`config.mk`:
```
export PLATFORM = sky130hd
export DESIGN_NAME = operand_select_pipe
export DESIGN_NICKNAME = d
export VERILOG_FILES = /design/src/rtl/operand_select_pipe.sv
export SDC_FILE = /design/constraint.sdc
export NUM_CORES = 1
export LEC_CHECK = 0
export BUFFER_PORTS_ARGS = -buffer_cell sky130_fd_sc_hd__buf_4
export CAP_MARGIN = 15
export CELL_PAD_IN_SITES_DETAIL_PLACEMENT = 1
export CELL_PAD_IN_SITES_GLOBAL_PLACEMENT = 1
export CORE_MARGIN = 2
export CORE_UTILIZATION = 33
export DETAILED_ROUTE_END_ITERATION = 7
export PLACE_DENSITY_LB_ADDON = 0.1
export SLEW_MARGIN = 15
export SYNTH_ARGS = -nofsm -noshare
export SYNTH_HDL_FRONTEND = slang
export SYNTH_SLANG_ARGS = --single-unit
```
`constraint.sdc`:
```
create_clock -name clk -period 2.3 [get_ports clk]
set_input_delay 0.46 -clock clk [delete_from_list [all_inputs] [get_ports clk]]
set_output_delay 0.46 -clock clk [all_outputs]
set_load 0.05 [all_outputs]
```
`src/rtl/operand_select_pipe.sv`:
```
// N-way operand select stage with registered output, valid/ready flow control,
// illegal-select detection and a saturating error counter. OPSEL_SKID_EN adds a skid entry.
module operand_select_pipe #(
  parameter int WIDTH       = 32,
  parameter int NUM_IN      = 3,
  parameter int DEFAULT_IDX = 0,
  localparam int SEL_W      = $clog2(NUM_IN)
) (
  input  logic                    clk,
  input  logic                    rst_n,
  input  logic                    flush,
  input  logic                    in_valid,
  output logic                    in_ready,
  input  logic [SEL_W-1:0]        sel,
  input  logic [NUM_IN*WIDTH-1:0] in_data,
  output logic                    out_valid,
  input  logic                    out_ready,
  output logic [WIDTH-1:0]        out_data,
  output logic                    out_sel_err,
  output logic [15:0]             err_count
);

  localparam int SEL_SPAN = 1 << SEL_W;
  localparam logic [SEL_W:0] NUM_IN_L = (SEL_W + 1)'(NUM_IN);

`ifdef OPSEL_SKID_EN
  typedef enum logic [1:0] {ST_EMPTY, ST_ONE, ST_TWO} state_t;
`else
  typedef enum logic [0:0] {ST_EMPTY, ST_ONE} state_t;
`endif

  state_t            state_q, state_d;
  logic [WIDTH-1:0]  out_data_q, out_data_d;
  logic              out_err_q, out_err_d;
  logic [15:0]       err_cnt_q, err_cnt_d;
  logic [WIDTH-1:0]  in_arr [SEL_SPAN];
  logic [WIDTH-1:0]  cap_data;
  logic              cap_err;
  logic              accept;
  logic              transfer;

  // Unused select codes alias the default input so the mux needs no range guard.
  generate
    for (genvar gi = 0; gi < SEL_SPAN; gi++) begin : g_in
      if (gi < NUM_IN) begin : g_real
        assign in_arr[gi] = in_data[gi*WIDTH +: WIDTH];
      end else begin : g_dflt
        assign in_arr[gi] = in_data[DEFAULT_IDX*WIDTH +: WIDTH];
      end
    end
  endgenerate

  assign cap_data  = in_arr[sel];
  assign cap_err   = ({1'b0, sel} >= NUM_IN_L);
  assign out_valid = (state_q != ST_EMPTY);
  assign transfer  = out_valid && out_ready;
  assign accept    = in_valid && in_ready && !flush;

`ifdef OPSEL_SKID_EN
  logic [WIDTH-1:0] skid_data_q, skid_data_d;
  logic             skid_err_q, skid_err_d;
  logic             in_ready_q;

  assign in_ready = in_ready_q;

  always_comb begin
    state_d     = state_q;
    out_data_d  = out_data_q;
    out_err_d   = out_err_q;
    skid_data_d = skid_data_q;
    skid_err_d  = skid_err_q;
    if (flush) begin
      state_d = ST_EMPTY;
    end else begin
      case (state_q)
        ST_EMPTY: begin
          if (accept) begin
            state_d    = ST_ONE;
            out_data_d = cap_data;
            out_err_d  = cap_err;
          end
        end
        ST_ONE: begin
          if (accept && transfer) begin
            out_data_d = cap_data;
            out_err_d  = cap_err;
          end else if (accept) begin
            state_d     = ST_TWO;
            skid_data_d = cap_data;
            skid_err_d  = cap_err;
          end else if (transfer) begin
            state_d = ST_EMPTY;
          end
        end
        ST_TWO: begin
          // in_ready is low here, so only a retire can move the buffer.
          if (transfer) begin
            state_d    = ST_ONE;
            out_data_d = skid_data_q;
            out_err_d  = skid_err_q;
          end
        end
        default: state_d = ST_EMPTY;
      endcase
    end
  end

  always_ff @(posedge clk or negedge rst_n) begin
    if (!rst_n) begin
      skid_data_q <= '0;
      skid_err_q  <= 1'b0;
      in_ready_q  <= 1'b1;
    end else begin
      skid_data_q <= skid_data_d;
      skid_err_q  <= skid_err_d;
      in_ready_q  <= (state_d != ST_TWO);
    end
  end
`else
  assign in_ready = !out_valid || out_ready;

  always_comb begin
    state_d    = state_q;
    out_data_d = out_data_q;
    out_err_d  = out_err_q;
    if (flush) begin
      state_d = ST_EMPTY;
    end else if (accept) begin
      state_d    = ST_ONE;
      out_data_d = cap_data;
      out_err_d  = cap_err;
    end else if (transfer) begin
      state_d = ST_EMPTY;
    end
  end
`endif

  always_comb begin
    err_cnt_d = err_cnt_q;
    if (accept && cap_err && (err_cnt_q != 16'hFFFF)) begin
      err_cnt_d = err_cnt_q + 16'd1;
    end
  end

  always_ff @(posedge clk or negedge rst_n) begin
    if (!rst_n) begin
      state_q    <= ST_EMPTY;
      out_data_q <= '0;
      out_err_q  <= 1'b0;
      err_cnt_q  <= 16'd0;
    end else begin
      state_q    <= state_d;
      out_data_q <= out_data_d;
      out_err_q  <= out_err_d;
      err_cnt_q  <= err_cnt_d;
    end
  end

  assign out_data    = out_data_q;
  assign out_sel_err = out_err_q;
  assign err_count   = err_cnt_q;

endmodule
```
======== Yosys cells after proc, flatten, opt, wreduce, memory -nomap -nowiden ========
Cells that the tools add are included.
cells by class
  add/subtract/negate cells ............... 1
  reductions and logical operators ........ 10
  bitwise operators ....................... 2
  $lt $le $gt $ge ......................... 2
  multiplexer cells ....................... 6
  equality and inequality tests ........... 1
operators by type and width
  kind                     number
  $bmux W32 S2             1
  $mux W32                 2
  $add A16 B1 Y16 const B  1
  $ne A16 B16 Y1 const B   1
  $logic_and A1 B1 Y1      5
  $ge A3 B3 Y1 const B     1
  $mux W1                  3
  $not A2 Y3               1
  $reduce_bool A3 Y1       1
  $ge A2 B2 Y1 const B     1
  $logic_not A1 Y1         2
  $reduce_and A2 Y1        1
  $logic_or A1 B1 Y1       1
  $not A1 Y1               1
word-level totals
  register bits ........................... 50
  logic and storage cells ................. 26
  bits of input ports ..................... 103
  output and inout bits ................... 51

======== Longest topological paths before layout ========
  word-level depth ........................ 6
  depth in mapped cells ................... 7
  gate-level depth less buffers ........... 5

======== Least setup slack after synthesis ========
No wires, ideal clock.
  path type ............................... flip-flop to flip-flop
  start ................................... reg state_q (netlist: out_valid)
  end ..................................... reg err_cnt_q[14] (netlist: err_count[14])
  stages on the path, launching flop included .. 6
  library setup time ...................... 0.125 ns
  slack ................................... 0.193 ns
  buffers on the path ..................... 0
  data required time ...................... 2.175 ns
  clock period less this slack ............ 2.107 ns
  arrival time ............................ 1.982 ns
  path through ............................ dfrtp_1 > nor2b_1 > inv_1 > nand4_1 > nor4_1 > mux2_2
between the ends
  cells in the longest elaborated chain, start to end .. 6
RTL lines
  element                            RTL line  RTL
  start: declaration                 32        state_t state_q, state_d;
  start signal: assignment           152       state_q <= state_d;
  $logic_not A1 Y1                   120       assign in_ready = !out_valid || out_ready;
  $logic_or A1 B1 Y1                 120
  net in_ready                       13        output logic in_ready,
  $logic_and A1 B1 Y1 (2 in series)  57        assign accept = in_valid && in_ready && !flush;
  $logic_and A1 B1 Y1 (2 in series)  140       if (accept && cap_err && (err_cnt_q != 16'hFFFF)) begin
  end signal: assignment             155       err_cnt_q <= err_cnt_d;
  end: declaration                   35        logic [15:0] err_cnt_q, err_cnt_d;
The timed path passes the listed nets, and every way through them passes these cells.
A chain may end at the register's enable or synchronous reset.

======== Worst setup path after layout ========
  start ................................... reg err_cnt_q[0] (netlist: err_count[0])
  end ..................................... reg err_cnt_q[1] (netlist: err_count[1])
between the ends
  cells in the longest elaborated chain, start to end .. 2
  elaborated cells between the ends (all ways) .. 3
  classes of those cells .................. 1 x add/sub; 1 x eq/ne; 1 x reduce/logical
RTL lines
  element
  parallel branches: the longest is 2 deep, another holds $add A16 B1 Y16
Parallel ways; which one is timed is not known.

==> impl_metrics.toml <==
[finish]
area_growth_syn_to_layout_pct = 45.38
final_area_sq_um = 4449
fin_util_pct = 48.85
diodes = 0
instances_no_fill = 586
drive_above_1_share_pct = 43.37
nets = 578

[critical_path]
crit_slowest_cell = "nor4_4"
path_class = "reg2reg"
path_cells = "ha_1, nand2_1, nor4_4, a31oi_2, mux2_4"
critPathBufInv = 0
rr_endpoint = "err_count[1]$_DFFE_PN0P_"
worst_ep_required_time_ns = 2.51
crit_path_max_fanout = 6
rr_startpoint = "err_count[0]$_DFFE_PN0P_"
rrSetupSlack_ns = 0.45
reg2regPathDepth = 5
path_delay_family = "simple AND/OR/NAND/NOR gates"
critPathMaxStageDelay_ns = 0.44
end_kind = "register"
arrival_ns = 2.06
cp-start-kind = "register"

[synth]
yosysUniqueCellTypes = 37
synth_warnings = 0
synthesis.area_sq_um = 3060
async_flop_share_pct = 100.0
syn-instance-count = 332
synth-seq-cells = 50
syn-num-nets = 436
synth_top_area_share_pct = 40.88
ys.flop_type = "dfrtp_1"
synth_area_per_cell_sq_um = 9.218
synth_edf_count = 0
synth_commonest_cells = "nand2_1, o21ai_0, dfrtp_1, mux2_2, mux2i_1"
ys_seq_area_share_pct = 40.88
synth_most_common_cell = "nand2_1"
synth.area.top_cells = "dfrtp_1, mux2_2, o21ai_0, mux2i_1, nand2_1"
synth_top_area_cell = "dfrtp_1"

[floorplanning]
die_y_um = 100.3
rows = 35
die_area_sq_um = 10060
num_io_pins = 154
start_util_pct = 33.60
coreArea_sq_um = 9109
die_w_um = 100.3

[power]
p_per_area_nw_per_um2 = 687.9
power_leakage_nw = 2.230
p_total_mw = 3.061
ir_drop_v = 0.0002878

[sta]
worst_slack_ns = 0.4463
slew_violations = 0
slew_headroom_pct = 56.58
hold_slack_ns = 0.1510
post-route-period-util_pct = 80.60
worst_pin_slew_ns = 0.6513
hold_viol_final = 0
rsz0062_at_grt = "false"
min_period_ns = 1.854
clock_skew_ns = 0.01409
max_freq_mhz = 539.5
setup_viol = 0
finalSetupTns_ns = 0

[route]
post_drt_wl_per_cell_um = 14.87
vias = 2898
viasPerCell = 4.945
ant_nets = 0
drc_errors = 0
drt_wl_total_um = 8713
drt-pass1-iter-count = 4
drt-initial-drc-count = 46

[placement]
io_buffer_count = 153
routabilityCongestion = 0.7358
place_inst = 578
post_dp_cell_area_sq_um = 4312
post-place-ws_ns = 0.4294
hpwl_um = 6680

[clocking]
clock_sinks = 50
clockRootBuffer = "clkbuf_8"
cts_max_level = 2
cts_tree = "done"
clk-insertion-delay-late_ns = 0.31
hold_buffers = 0
cts_inserted_buffers = 5
clk_path_buf_depth = 2
cts.reportedPaths.clkPinSlew_ns = 0.11
cts_resized = 0
cts_setup_buffers = 0

[job]
drv_cap = 0

[global_routing]
use_met3_pct = 5.989
grt_usage_pct = 17.55
grtUsageMet2_pct = 29.99
top_usage_layer = "met2"
grt_max_degree = 63
grt_pass1_vias = 2994
antenna_found_initial = 0
grt-ovfl-total = 0
grt_use_met1_pct = 20.88
grt_pass1_wl_um = 14210

[status]
status = "finished, final reports clean"

[hold_path]
min_path_type = "in2async"
cells by family after synthesis:
group           count (synthesis)  synth area share (%)
compound gates                 73                 12.63
xor+xnor                       10                 2.862
mux                            66                 23.14
buf+inv                        26                 3.557
simple gates                  106                 16.52
flops                          50                 40.88
fa+ha+maj                       1                0.4088
worst max-delay path by stage:
stage | to | slack [ns] | start | cells past startpoint
final | err_count[1]$_DFFE_PN0P_ | 0.45 | err_count[0]$_DFFE_PN0P_ | 5
after global routing | err_count[1]$_DFFE_PN0P_ | 0.35 | err_count[0]$_DFFE_PN0P_ | 5
after CTS | err_count[1]$_DFFE_PN0P_ | 0.44 | err_count[0]$_DFFE_PN0P_ | 5
after detailed placement | err_count[4]$_DFFE_PN0P_ | 0.43 | flush | 5
after global placement | err_count[4]$_DFFE_PN0P_ | 0.44 | flush | 5
after floorplan | err_count[14]$_DFFE_PN0P_ | 0.19 | out_valid$_DFFE_PN0P_ | 5
cell usage in the layout, fill, tap and decap left out, drive strengths merged, types with 5 or more instances in the layout:
master	instances
xor2	6
dfrtp	50
o21ai	63
mux2i	31
mux2	35
nor2	5
nand4	5
buf	157
nand2	72
clkbuf	5
registers in the layout (all words and copies together), names as in the netlist:
signal,count
err_count,16
out_data,32
out_sel_err,1
out_valid,1
report_power, final:
| group | total, mW | switching, mW | leakage, nW | internal [mW] |
|---|---|---|---|---|
| combinational | 1.21 | 0.766 | 1.54 | 0.440 |
| sequential | 1.10 | 0.0967 | 0.626 | 1.01 |
| clock | 0.749 | 0.313 | 0.0683 | 0.436 |
worst register-to-register path, delay by kind of cell (launching register included):
family / cells / cell delay (ns)
AOI/OAI and AO/OA: 1 / 0.22
and+or+nand+nor: 2 / 0.57
DFF: 1 / 0.42
muxes: 1 / 0.33
adders and majority gates: 1 / 0.20
area by class of cell:
| cell class | instances | area (sq um) |
|---|---|---|
| Fill cell | 1089 | 4659 |
| Multi-Input combinational cell | 256 | 1703 |
| Sequential cell | 50 | 1251 |
| Timing Repair Buffer | 157 | 1204 |
| Tap cell | 111 | 138.9 |
| Clock buffer | 5 | 68.82 |
| Clock inverter | 3 | 68.82 |
| Inverter | 4 | 15.01 |
layer usage:
layer,routed length [um],vias to the layer above
met5,0,-
met4,149,0
met3,752,9
met2,4189,92
met1,3622,1356
li1,-,1441
(Power assumes the default switching activity.)
